--- config.mk ---
export PLATFORM = sky130hd
export DESIGN_NAME = video_frame_monitor
export DESIGN_NICKNAME = d
export VERILOG_FILES = /design/src/rtl/video_frame_monitor_pkg.sv /design/src/rtl/video_frame_monitor_crc.sv /design/src/rtl/video_frame_monitor.sv
export SDC_FILE = /design/constraint.sdc
export NUM_CORES = 1
export LEC_CHECK = 0
export ABC_CLOCK_PERIOD_IN_PS = 4470
export CAP_MARGIN = 20
export CORE_MARGIN = 3
export CORE_UTILIZATION = 41
export DETAILED_ROUTE_END_ITERATION = 8
export PLACE_DENSITY = 0.65
export SETUP_SLACK_MARGIN = 0.05
export SYNTH_ARGS = -nofsm -noshare
export SYNTH_HDL_FRONTEND = slang
export SYNTH_SLANG_ARGS = --single-unit
--- constraint.sdc ---
create_clock -name CLK -period 4.47 [get_ports CLK]
set_input_delay 1.1175 -clock CLK [delete_from_list [all_inputs] [get_ports CLK]]
set_output_delay 1.1175 -clock CLK [all_outputs]
set_load 0.02 [all_outputs]
--- src/rtl/video_frame_monitor_pkg.sv ---
// rtl/video_frame_monitor_pkg.sv - shared types, CRC-32 constants and CRC step function
package video_frame_monitor_pkg;

  typedef enum logic [1:0] {
    IDLE    = 2'd0,
    SYNC    = 2'd1,
    MEASURE = 2'd2,
    DONE    = 2'd3
  } vfm_state_e;

  localparam logic [31:0] CRC32_POLY = 32'h04C11DB7;
  localparam logic [31:0] CRC32_INIT = 32'hFFFFFFFF;

  // Advance a CRC-32 (MSB first, no reflection) over the low 'width' bits of 'data',
  // starting from bit width-1. Words wider than 64 bits are not supported.
  function automatic logic [31:0] crc32_next(input logic [31:0] crc_in,
                                             input logic [63:0] data,
                                             input int          width);
    logic [31:0] c;
    logic        fb;
    c = crc_in;
    for (int i = 63; i >= 0; i--) begin
      if (i < width) begin
        fb = c[31] ^ data[i];
        c  = {c[30:0], 1'b0} ^ (fb ? CRC32_POLY : 32'h0);
      end
    end
    return c;
  endfunction

endpackage

--- src/rtl/video_frame_monitor_crc.sv ---
// rtl/video_frame_monitor_crc.sv - per-frame CRC-32 accumulator with end-of-frame latch
module video_frame_monitor_crc
  import video_frame_monitor_pkg::*;
#(
  parameter int C_DATA_WIDTH = 24
) (
  input  logic                    CLK,
  input  logic                    nRST,
  input  logic                    clear_i,   // start of the first measured frame
  input  logic                    acc_i,     // active pixel inside a measured frame
  input  logic                    latch_i,   // end of a measured frame
  input  logic [C_DATA_WIDTH-1:0] data_i,
  output logic [31:0]             crc_o
);

  logic [31:0] acc_q, acc_d;
  logic [31:0] crc_q, crc_d;
  logic [63:0] data_ext;

  assign data_ext = 64'(data_i);
  assign crc_o    = crc_q;

  // Accumulate pixels; at frame end publish the running value and restart from the seed.
  always_comb begin
    acc_d = acc_q;
    crc_d = crc_q;
    if (latch_i) begin
      crc_d = acc_q;
      acc_d = CRC32_INIT;
    end else if (clear_i) begin
      acc_d = CRC32_INIT;
    end else if (acc_i) begin
      acc_d = crc32_next(acc_q, data_ext, C_DATA_WIDTH);
    end
  end

  // Accumulator and published CRC registers.
  always_ff @(posedge CLK) begin
    if (!nRST) begin
      acc_q <= CRC32_INIT;
      crc_q <= 32'h0;
    end else begin
      acc_q <= acc_d;
      crc_q <= crc_d;
    end
  end

endmodule

--- src/rtl/video_frame_monitor.sv ---
// rtl/video_frame_monitor.sv - pixel-bus frame counter and geometry monitor; optional CRC via VIDEO_FRAME_MONITOR_CRC_EN
module video_frame_monitor
  import video_frame_monitor_pkg::*;
#(
  parameter int C_DATA_WIDTH        = 24,
  parameter int C_COORD_WIDTH       = 12,
  parameter int C_FRAME_CNT_WIDTH   = 8,
  parameter int C_VSYNC_ACTIVE_HIGH = 1
) (
  input  logic                         CLK,
  input  logic                         nRST,
  input  logic                         ENABLE,
  input  logic [C_FRAME_CNT_WIDTH-1:0] FRAME_TARGET,
  input  logic                         DE,
  input  logic                         HSYNC,
  input  logic                         VSYNC,
  input  logic [C_DATA_WIDTH-1:0]      DATA,
  output logic                         BUSY,
  output logic                         INTR,
  output logic [C_FRAME_CNT_WIDTH-1:0] FRAME_COUNT,
  output logic [C_COORD_WIDTH-1:0]     H_ACTIVE,
  output logic [C_COORD_WIDTH-1:0]     V_ACTIVE,
  output logic                         GEOM_ERR
`ifdef VIDEO_FRAME_MONITOR_CRC_EN
  ,
  output logic [31:0]                  FRAME_CRC
`endif
);

  localparam logic                     VS_POL    = (C_VSYNC_ACTIVE_HIGH != 0);
  localparam logic [C_COORD_WIDTH-1:0] COORD_MAX = {C_COORD_WIDTH{1'b1}};

  vfm_state_e state_q, state_d;
  logic       busy_q, busy_d;
  logic       intr_q, intr_d;

  logic prev_vs_act_q, prev_de_q;

  logic [C_COORD_WIDTH-1:0]     pix_cnt_q, pix_cnt_d;
  logic [C_COORD_WIDTH-1:0]     line_cnt_q, line_cnt_d;
  logic [C_COORD_WIDTH-1:0]     ref_w_q, ref_w_d;
  logic                         line_err_q, line_err_d;
  logic [C_FRAME_CNT_WIDTH-1:0] frame_cnt_q, frame_cnt_d;
  logic [C_COORD_WIDTH-1:0]     h_active_q, h_active_d;
  logic [C_COORD_WIDTH-1:0]     v_active_q, v_active_d;
  logic                         geom_err_q, geom_err_d;

  logic                         vs_act, eof, line_end;
  logic                         measure_go, sync_eof;
  logic [C_COORD_WIDTH-1:0]     lines_fin, ref_fin, line_cnt_inc, pix_cnt_inc;
  logic                         err_fin;
  logic [C_FRAME_CNT_WIDTH-1:0] frame_cnt_inc;
  logic                         target_hit;

  // HSYNC is carried on the bus but not measured; DATA only feeds the optional CRC.
  logic unused_inputs;
  assign unused_inputs = ^{HSYNC, DATA};

  assign vs_act   = ~(VSYNC ^ VS_POL);
  assign eof      = prev_vs_act_q & ~vs_act;
  assign line_end = prev_de_q & ~DE;

  assign measure_go = (state_q == MEASURE) && ENABLE;
  assign sync_eof   = (state_q == SYNC) && ENABLE && eof;

  assign line_cnt_inc = (line_cnt_q == COORD_MAX) ? line_cnt_q : line_cnt_q + C_COORD_WIDTH'(1);
  assign pix_cnt_inc  = (pix_cnt_q == COORD_MAX) ? pix_cnt_q : pix_cnt_q + C_COORD_WIDTH'(1);

  // Frame totals with a line ending on this same edge folded in, so it lands in the closing frame.
  assign lines_fin = line_end ? line_cnt_inc : line_cnt_q;
  assign ref_fin   = (line_end && (line_cnt_q == '0)) ? pix_cnt_q : ref_w_q;
  assign err_fin   = line_err_q |
                     (line_end && (line_cnt_q != '0) && (pix_cnt_q != ref_w_q));

  assign frame_cnt_inc = frame_cnt_q + C_FRAME_CNT_WIDTH'(1);
  assign target_hit    = (FRAME_TARGET != '0) && (frame_cnt_inc == FRAME_TARGET);

  // Next-state logic: ENABLE low always returns to IDLE; target hit ends measuring with one INTR.
  always_comb begin
    state_d = state_q;
    intr_d  = 1'b0;
    unique case (state_q)
      IDLE: begin
        if (ENABLE) state_d = SYNC;
      end
      SYNC: begin
        if (!ENABLE)  state_d = IDLE;
        else if (eof) state_d = MEASURE;
      end
      MEASURE: begin
        if (!ENABLE) begin
          state_d = IDLE;
        end else if (eof && target_hit) begin
          state_d = DONE;
          intr_d  = 1'b1;
        end
      end
      DONE: begin
        if (!ENABLE) state_d = IDLE;
      end
      default: state_d = IDLE;
    endcase
    busy_d = (state_d == SYNC) || (state_d == MEASURE);
  end

  // State, BUSY and INTR registers.
  always_ff @(posedge CLK) begin
    if (!nRST) begin
      state_q <= IDLE;
      busy_q  <= 1'b0;
      intr_q  <= 1'b0;
    end else begin
      state_q <= state_d;
      busy_q  <= busy_d;
      intr_q  <= intr_d;
    end
  end

  // Measurement datapath: per-line width tracking, per-frame latch of geometry and frame count.
  always_comb begin
    pix_cnt_d   = pix_cnt_q;
    line_cnt_d  = line_cnt_q;
    ref_w_d     = ref_w_q;
    line_err_d  = line_err_q;
    frame_cnt_d = frame_cnt_q;
    h_active_d  = h_active_q;
    v_active_d  = v_active_q;
    geom_err_d  = geom_err_q;
    if (sync_eof) begin
      pix_cnt_d   = '0;
      line_cnt_d  = '0;
      ref_w_d     = '0;
      line_err_d  = 1'b0;
      frame_cnt_d = '0;
    end else if (measure_go) begin
      if (eof) begin
        h_active_d  = ref_fin;
        v_active_d  = lines_fin;
        geom_err_d  = err_fin;
        frame_cnt_d = frame_cnt_inc;
        pix_cnt_d   = '0;
        line_cnt_d  = '0;
        ref_w_d     = '0;
        line_err_d  = 1'b0;
      end else if (line_end) begin
        line_cnt_d = line_cnt_inc;
        if (line_cnt_q == '0) begin
          ref_w_d = pix_cnt_q;
        end else if (pix_cnt_q != ref_w_q) begin
          line_err_d = 1'b1;
        end
        pix_cnt_d = '0;
      end else if (DE) begin
        pix_cnt_d = pix_cnt_inc;
      end
    end
  end

  // Datapath registers plus the edge-detect history of VSYNC and DE.
  always_ff @(posedge CLK) begin
    if (!nRST) begin
      prev_vs_act_q <= 1'b0;
      prev_de_q     <= 1'b0;
      pix_cnt_q     <= '0;
      line_cnt_q    <= '0;
      ref_w_q       <= '0;
      line_err_q    <= 1'b0;
      frame_cnt_q   <= '0;
      h_active_q    <= '0;
      v_active_q    <= '0;
      geom_err_q    <= 1'b0;
    end else begin
      prev_vs_act_q <= vs_act;
      prev_de_q     <= DE;
      pix_cnt_q     <= pix_cnt_d;
      line_cnt_q    <= line_cnt_d;
      ref_w_q       <= ref_w_d;
      line_err_q    <= line_err_d;
      frame_cnt_q   <= frame_cnt_d;
      h_active_q    <= h_active_d;
      v_active_q    <= v_active_d;
      geom_err_q    <= geom_err_d;
    end
  end

  assign BUSY        = busy_q;
  assign INTR        = intr_q;
  assign FRAME_COUNT = frame_cnt_q;
  assign H_ACTIVE    = h_active_q;
  assign V_ACTIVE    = v_active_q;
  assign GEOM_ERR    = geom_err_q;

`ifdef VIDEO_FRAME_MONITOR_CRC_EN
  video_frame_monitor_crc #(
    .C_DATA_WIDTH(C_DATA_WIDTH)
  ) u_crc (
    .CLK    (CLK),
    .nRST   (nRST),
    .clear_i(sync_eof),
    .acc_i  (measure_go && DE && !eof),
    .latch_i(measure_go && eof),
    .data_i (DATA),
    .crc_o  (FRAME_CRC)
  );
`endif

endmodule

[Yosys cells after proc, flatten, opt, wreduce, memory -nomap -nowiden]
Cells that the tools add are included.
Word-level totals
  bits in registers: 76
  input port bits: 38
  output and inout port bits: 35
  word-level logic and storage cells: 81
Cells by class
  $add $sub $neg: 3
  equal/unequal tests: 11
  muxes and demuxes: 23
  bitwise gates (word level): 7
  reductions and logical operators: 24
Operators with widths (number)
  $mux W12: 11
  $add A12 B1 Y12 const B: 2
  $eq A12 B12 Y1 const B: 2
  $logic_not A12 Y1: 1
  $mux W2: 6
  $ne A12 B12 Y1: 1
  $reduce_and A3 Y1: 4
  $reduce_bool A12 Y1: 1
  $add A8 B1 Y8 const B: 1
  $eq A8 B8 Y1: 1
  $logic_and A1 B1 Y1: 8
  $pmux W2 S4: 1
  $reduce_bool A8 Y1: 1
  $eq A2 B2 Y1 const B: 3
  $reduce_bool A2 Y1: 3
  $mux W1: 5
  $eq A2 B1 Y1 const B: 2
  $not A1 Y1: 4
  $reduce_and A4 Y1: 1
  $ne A3 B3 Y1 const B: 1
  $reduce_bool A3 Y1: 1
  $and A1 B1 Y1: 2
  $logic_not A2 Y1: 1
  $ne A2 B2 Y1 const B: 1
  4 further kinds: 4

[Logic depth before layout (Yosys ltp)]
Gate-level depths: netlist (run 1).
  word-level depth: 9
  mapped depth: 9

[Least setup slack after synthesis (run 1)]
No wires, ideal clock.
  path kind: input-to-reg
  from: input port VSYNC
  to: register state_q[0]
  library setup time: 0.079 ns
  arrival time: 2.381 ns
  setup slack: 2.010 ns
  cell stages on the path: 6
  buffers on the path: 1
  cells stage by stage: nor2b_1 -> buf_2 -> nand3_1 -> or4_4 -> o31a_1 -> a211oi_2
Between the ends
  word-level cells in the longest chain between the ends: 6
  elaborated cells on any way between the ends: 8
  those cells by class: mux: 5; bitwise: 2; reduce/logical: 1
RTL lines
  start, declared: line video_frame_monitor.sv:16  | input logic VSYNC,
  $not A1 Y1 (no source line) (*)
  $and A1 B1 Y1 (*): line video_frame_monitor.sv:60  | assign eof = prev_vs_act_q & ~vs_act;
  $logic_and A1 B1 Y1: line video_frame_monitor.sv:93  | end else if (eof && target_hit) begin
  $mux W2: line video_frame_monitor.sv:93
  $mux W2: line video_frame_monitor.sv:91  | if (!ENABLE) begin
  $pmux W2 S4 (*): line video_frame_monitor.sv:82  | unique case (state_q)
  end signal, assigned: line video_frame_monitor.sv:113  | state_q <= state_d;
  end, declared: line video_frame_monitor.sv:33  | vfm_state_e state_q, state_d;
Every way passes the cells marked *; elsewhere a longest branch is shown, timed or not.
A chain may end at the register's enable or synchronous reset.

[Final worst setup path (run 1)]
  from: input port ENABLE
  to: register ref_w_q[4]
Between the ends
  word-level cells in the longest chain between the ends: 3
  elaborated cells on any way between the ends: 5
  those cells by class: reduce/logical: 5
RTL lines
  start, declared: line video_frame_monitor.sv:12  | input logic ENABLE,
  $logic_and A1 B1 Y1 (2 in series): line video_frame_monitor.sv:64  | assign sync_eof = (state_q == SYNC) && ENABLE && eof;
  $reduce_or A2 Y1 (no source line)
  end signal, assigned: line video_frame_monitor.sv:177  | ref_w_q <= ref_w_d;
  end, declared: line video_frame_monitor.sv:41  | logic [C_COORD_WIDTH-1:0] ref_w_q, ref_w_d;
Parallel ways exist; a longest one is shown, timed or not.

==> impl_metrics.csv, run 1 <==
group,metric,value,unit
status,status,"finished, final reports clean",
drt,initialDrtViolationCount,128,
yosys,postSynthCellCount,454,
yosys,yosys.area.top_type_share,0.399,
cts,clk_pin_slew_worst_paths,0.08,ns
critical_path,crit_path_start,"ENABLE",
floorplanning,die_width,102,um
final_layout,final_common_cell,"dfxtp_1",
global_routing,grt_max_degree,43,
timing,setup_viol,0,
yosys,synth_edf_count,0,
yosys,synthesis.area,3820,um^2
global_routing,grt_overflow,0,
cts,cts_resized,0,
global_routing,grt_pass1_wl,14.8,mm
critical_path,start_kind,"input port",
timing,holdWs,0.465,ns
critical_path,cp-endpoint,"ref_w_q[4]$_SDFFE_PP0P_",
final_layout,antenna_cells,0,
floorplanning,ios,73,
yosys,yosysSeqAreaShare,0.399,
timing,setup_tns,0,ns
critical_path,cp_max_fo,12,
yosys,synthArstFlopShare,0,
power_and_ir_drop,p_leak,1.81,nW
cts,cts_hold_buf,0,
critical_path,endpoint_kind,"register",
cts,cts_root_buf,"clkbuf_8",
drt,vias,3375,
min_path,hp-class,"reg2reg",
power_and_ir_drop,vdd_ir_drop_max,0.172,mV
cts,cts_buffer_depth,2,
timing,drv_slew,0,
yosys,synthTopCellsByArea,"dfxtp_1 (40%), xor2_1 (5.3%), nand2_1 (4.8%), nor2_1 (4.5%), a21oi_1 (3.8%)",
floorplanning,die_h,102,um
yosys,synth_area_leader_cell,"dfxtp_1",
critical_path,rrSetupSlack,2.02,ns
place,hpwl,6.15,mm
cts,post_cts_buffers,0,
yosys,syn_area_per_cell,8.41,um^2
floorplanning,dieArea,10500,um^2
timing,period_share,0.693,
critical_path,reg2reg_to,"ref_w_q[4]$_SDFFE_PP0P_",
final_layout,layout-drive-gt1-share,0.0724,
cts,htree_levels,3,
floorplanning,rows,34,
critical_path,ff2ff_path_depth,6,
floorplanning,start_util,0.429,
global_routing,antenna_found_initial,0,
timing,skew,0.00687,ns
place,portBuffers,47,
timing,rsz0062_at_grt,"no",
cts,numCtsBuffers,9,
critical_path,cp.arrival,3.38,ns
drt,drc,0,
drt,avgRoutedWirePerCell,14.6,um
global_routing,track_usage,0.176,
drt,drt-total-wl,8.85,mm
final_layout,syn2layout_area_growth,19.1,%
yosys,syn-num-nets,496,
critical_path,reg2reg_from,"state_q[1]$_SDFF_PN0_",
drt,drt_pass1_iterations,5,
drt,drtAntennaViolNets,0,
final_layout,utilization,0.511,
job,maxCapViolations,0,
timing,slew_headroom,0.424,
cts,cts.sinks,76,
critical_path,critical_path_required,4.76,ns
place,dp_slack,1.02,ns
timing,finalHoldViolations,0,
place,gp_congestion,0.840,
cts,cts_tree,"built",
timing,setup_slack,1.37,ns
timing,worst_pin_slew,0.862,ns
floorplanning,core,8890,um^2
timing,layout_min_cycle_time,3.10,ns
timing,fmax,323,MHz
yosys,synth-seq-cells,76,
drt,viasPerCell,5.58,
final_layout,nNetsFinal,534,
critical_path,crit_type,"in2reg",
global_routing,first_global_vias,3056,
yosys,synth_cell_types,53,
final_layout,fillers,852,
yosys,ys_warn_count,0,
cts,clk_latency,0.35,ns
final_layout,final_cell_mix,"dfxtp_1 (76), nand2_1 (49), clkdlybuf4s50_1 (47), nor2_1 (46), a21oi_1 (29)",
power_and_ir_drop,power_density,263,nW/um^2
yosys,ys.flop_type,"dfxtp_1",
area by class of cell:
type / count / area, um^2 / area share
Clock inverter: 7 / 43.8 / 0.00963
Tap cell: 108 / 135 / 0.0297
Timing Repair Buffer: 55 / 531 / 0.117
Clock buffer: 9 / 124 / 0.0273
Inverter: 6 / 22.5 / 0.00495
Sequential cell: 76 / 1520 / 0.335
Multi-Input combinational cell: 344 / 2170 / 0.477
worst min-delay path by stage:
stage / start / end / slack, ns / cells after the start
2_1_floorplan: state_q[1]$_SDFF_PN0_ / BUSY$_SDFF_PN0_ / 0.45 / 1
3_3_place_gp: V_ACTIVE[3]$_SDFFE_PN0P_ / V_ACTIVE[3]$_SDFFE_PN0P_ / 0.45 / 2
3_5_place_dp: V_ACTIVE[3]$_SDFFE_PN0P_ / V_ACTIVE[3]$_SDFFE_PN0P_ / 0.46 / 2
4_1_cts: V_ACTIVE[3]$_SDFFE_PN0P_ / V_ACTIVE[3]$_SDFFE_PN0P_ / 0.47 / 2
5_1_grt: V_ACTIVE[8]$_SDFFE_PN0P_ / V_ACTIVE[8]$_SDFFE_PN0P_ / 0.49 / 2
6_report: V_ACTIVE[8]$_SDFFE_PN0P_ / V_ACTIVE[8]$_SDFFE_PN0P_ / 0.46 / 2
power by group:
| part | leakage, nW | internal [mW] | total, mW | switching, mW |
|---|---|---|---|---|
| combinational | 1.11 | 0.0236 | 0.0560 | 0.0324 |
| clock | 0.0848 | 0.198 | 0.461 | 0.262 |
| sequential | 0.613 | 0.678 | 0.680 | 0.00147 |
| total | 1.81 | 0.900 | 1.20 | 0.296 |
cell usage after synthesis, types with 2 or more instances:
library cell	n
inv_1	6
nor2_1	46
a2bb2oi_1	2
o21ai_0	21
a21boi_0	3
and4_1	3
a22oi_1	14
xor2_1	23
and3_1	7
nor2b_1	8
xnor2_1	11
nor4_1	6
nand2b_1	2
nand3b_1	2
buf_2	11
nor3b_1	2
o211a_1	13
ha_1	4
clkbuf_1	17
o211ai_1	6
mux2i_1	13
o31ai_1	5
and2_1	9
nor3_1	14
nand2_1	49
nand4_1	9
or3_1	5
nand3_1	15
dfxtp_1	76
a21oi_1	29
per-stage QoR:
step	instance area, um^2	instances	power [mW]
2_1_floorplan	3820	454	0.725
3_3_place_gp	4380	589	0.751
3_5_place_dp	4380	589	0.752
4_1_cts	4550	605	1.21
5_1_grt	4550	605	1.24
6_report	4550	605	1.20
metal layers:
metal	vias to the layer above	global-route usage	wire, um
met4	0	0.0575	112
met5	-	0	0
li1	1699	-	-
met1	1591	0.235	4170
met2	74	0.289	4200
met3	11	0.0311	364
flip-flops by register name (all words and copies together) (netlist names):
name / count
ref_w_q: 12
line_err_q: 1
BUSY: 1
INTR: 1
H_ACTIVE: 12
GEOM_ERR: 1
FRAME_COUNT: 8
line_cnt_q: 12
state_q: 2
pix_cnt_q: 12
prev_de_q: 1
V_ACTIVE: 12
prev_vs_act_q: 1
cell families (layout without fill, tap and decap cells):
group / after synthesis / after routing / share of synthesized area
AND/OR/NAND/NOR: 188 / 188 / 0.251
AO/OA/AOI/OAI: 105 / 105 / 0.188
multiplexers: 13 / 13 / 0.0341
flip-flops: 76 / 76 / 0.399
adder cells (fa/ha/maj): 4 / 4 / 0.0131
buffers and inverters: 34 / 77 / 0.0370
XOR/XNOR: 34 / 34 / 0.0780
critical path, stage by stage:
cell and delay [ns]:
clkdlybuf4s50_1 0.53, and2_1 0.43, nand2_1 0.28, nor2_1 0.73, a22oi_1 0.14, nor2_1 0.14
Note: power is estimated with default switching activity, not from simulation.
==> run 2, diff against run 1 <==
Settings changed: ABC_CLOCK_PERIOD_IN_PS 4470 to 2680, PLACE_DENSITY 0.65 to 0.68.
Clock period 4.47 ns to 2.68 ns, I/O delays scaled along.
==> run 2 against run 1 <==
Compared with the run above: hold slack got worse by 0.0020 ns; sequential power rose by 66%; cell area rose by 4.0%; clock skew rose by 0.0032 ns; total power rose by 86%; final cell count rose by 2.3%; global-route usage rose by 0.87 points; critical path type is now reg2reg.
==> impl_metrics.csv, run 2 (same netlist as run 1, synthesis figures left out) <==
group,metric,value,unit
global_routing,grt_max_degree,31,
timing,holdWs,0.463,ns
job,maxCapViolations,0,
critical_path,reg2reg_from,"FRAME_COUNT[0]$_SDFFE_PP0P_",
drt,drt_pass1_iterations,5,
timing,rsz0062_at_grt,"no",
cts,clk_pin_slew_worst_paths,0.08,ns
timing,skew,0.0100,ns
min_path,hold_depth,2,
drt,drt-total-wl,9.25,mm
power_and_ir_drop,p_leak,1.92,nW
critical_path,endpoint_kind,"register",
global_routing,first_global_vias,3318,
timing,worst_pin_slew,0.520,ns
global_routing,grt_pass1_wl,15.6,mm
power_and_ir_drop,total_power,2.22,mW
floorplanning,dieArea,10500,um^2
status,status,"finished, final reports clean",
timing,finalHoldViolations,0,
global_routing,track_usage,0.185,
critical_path,reg2reg_to,"state_q[0]$_SDFF_PN0_",
critical_path,cp_cell_sequence,"ha_1, and3_4, nand3_2, xnor2_1, or4_4, o31a_1, a211oi_2",
place,gp_congestion,0.880,
critical_path,critical-path-max-stage-delay,0.50,ns
final_layout,nNetsFinal,549,
floorplanning,die_h,102,um
final_layout,final_common_cell,"dfxtp_1",
cts,htree_levels,3,
global_routing,grt_overflow,0,
floorplanning,rows,34,
cts,clk_latency,0.35,ns
timing,setup_viol,0,
final_layout,syn2layout_area_growth,23.8,%
drt,drc,0,
min_path,holdCritStartpoint,"V_ACTIVE[8]$_SDFFE_PN0P_",
critical_path,path_buf_inv,0,
cts,post_cts_buffers,0,
cts,cts_buffer_depth,2,
global_routing,antenna_found_initial,0,
timing,period_share,0.843,
power_and_ir_drop,vdd_ir_drop_max,0.245,mV
drt,vias,3387,
floorplanning,ios,73,
final_layout,antenna_cells,0,
final_layout,seq_area,1520,um^2
critical_path,ff2ff_path_depth,7,
critical_path,start_kind,"register",
drt,drtAntennaViolNets,0,
floorplanning,start_util,0.429,
cts,cts_resized,0,
critical_path,cp_max_fo,8,
critical_path,critical_path_required,2.96,ns
critical_path,crit_family,"simple AND/OR/NAND/NOR gates",
drt,viasPerCell,5.47,
timing,setup_tns,0,ns
floorplanning,core,8890,um^2
drt,initialDrtViolationCount,113,
critical_path,slowest_stage,"or4_4",
critical_path,cp.arrival,2.54,ns
cts,cts_hold_buf,0,
critical_path,rrSetupSlack,0.42,ns
power_and_ir_drop,power_density,470,nW/um^2
final_layout,final_cell_mix,"dfxtp_1 (76), nand2_1 (49), clkdlybuf4s50_1 (47), nor2_1 (46), a21oi_1 (29)",
min_path,hp-class,"reg2reg",
drt,avgRoutedWirePerCell,14.9,um
min_path,hold_path_end,"V_ACTIVE[8]$_SDFFE_PN0P_",
timing,fmax,442,MHz
timing,layout_min_cycle_time,2.26,ns
floorplanning,die_width,102,um
final_layout,fillers,837,
cts,numCtsBuffers,9,
cts,cts_tree,"built",
final_layout,layout-drive-gt1-share,0.0978,
critical_path,crit_type,"reg2reg",
final_layout,fin_area,4730,um^2
place,dpl_cell_area,4500,um^2
final_layout,multiInputGateArea,2170,um^2
place,hpwl,6.63,mm
timing,drv_slew,0,
timing,slew_headroom,0.652,
place,portBuffers,47,
cts,cts.sinks,76,
cts,cts_root_buf,"clkbuf_8",
## run 2: cell count changes in the layout (fill, tap and decap cells not counted), sizes merged
cell / change
clkbuf: +2
buf: +15
bufinv: +2
clkinv: -4
clkinvlp: -1
## run 2: layer usage
layer,part of all wire,vias to the layer above,GRT usage
met5,0,-,0
met1,0.46,1580,0.235
met4,0.013,0,0.0686
met3,0.037,12,0.0325
met2,0.49,68,0.313
li1,-,1727,-
## run 2: layout make-up
class | instances | share of cell area
multi-input combinational | 344 | 0.459
timing repair buffer | 70 | 0.139
clock inverter | 4 | 0.0154
tap | 108 | 0.0286
inverter | 6 | 0.00476
clock buffer | 11 | 0.0320
sequential | 76 | 0.322
## run 2: where the power goes
part	switching [mW]	internal (mW)
Clock	0.420	0.569
Combinational	0.0571	0.0443
Sequential	0.00233	1.13
## run 2: through the flow
stage | utilization | cells | setup slack [ns]
global placement | 0.506 | 604 | 0.165
global route | 0.532 | 619 | 0.249
floorplan | - | 454 | 0.471
detailed placement | 0.506 | 604 | 0.138
CTS | 0.532 | 619 | 0.406
finish | 0.532 | 619 | 0.420
## run 2: how the worst max path moves through the flow
stage                                start  slack [ns]  cells after the start                         end
2_1_floorplan  FRAME_COUNT[0]$_SDFFE_PP0P_        0.47                      7       state_q[0]$_SDFF_PN0_
3_3_place_gp                            DE        0.17                      7    V_ACTIVE[6]$_SDFFE_PN0P_
3_5_place_dp                            DE        0.14                      9   pix_cnt_q[3]$_SDFFE_PP0P_
4_1_cts        FRAME_COUNT[0]$_SDFFE_PP0P_        0.41                      7       state_q[0]$_SDFF_PN0_
5_1_grt                                 DE        0.25                      7  line_cnt_q[9]$_SDFFE_PP0P_
6_report       FRAME_COUNT[0]$_SDFFE_PP0P_        0.42                      7       state_q[0]$_SDFF_PN0_
## run 2: worst reg2reg max path, cell delays in order, from the launching register on
cell      delay (ns)
dfxtp_1         0.49
ha_1            0.28
and3_4          0.22
nand3_2         0.09
xnor2_1         0.15
or4_4           0.50
o31a_1          0.32
a211oi_2        0.13
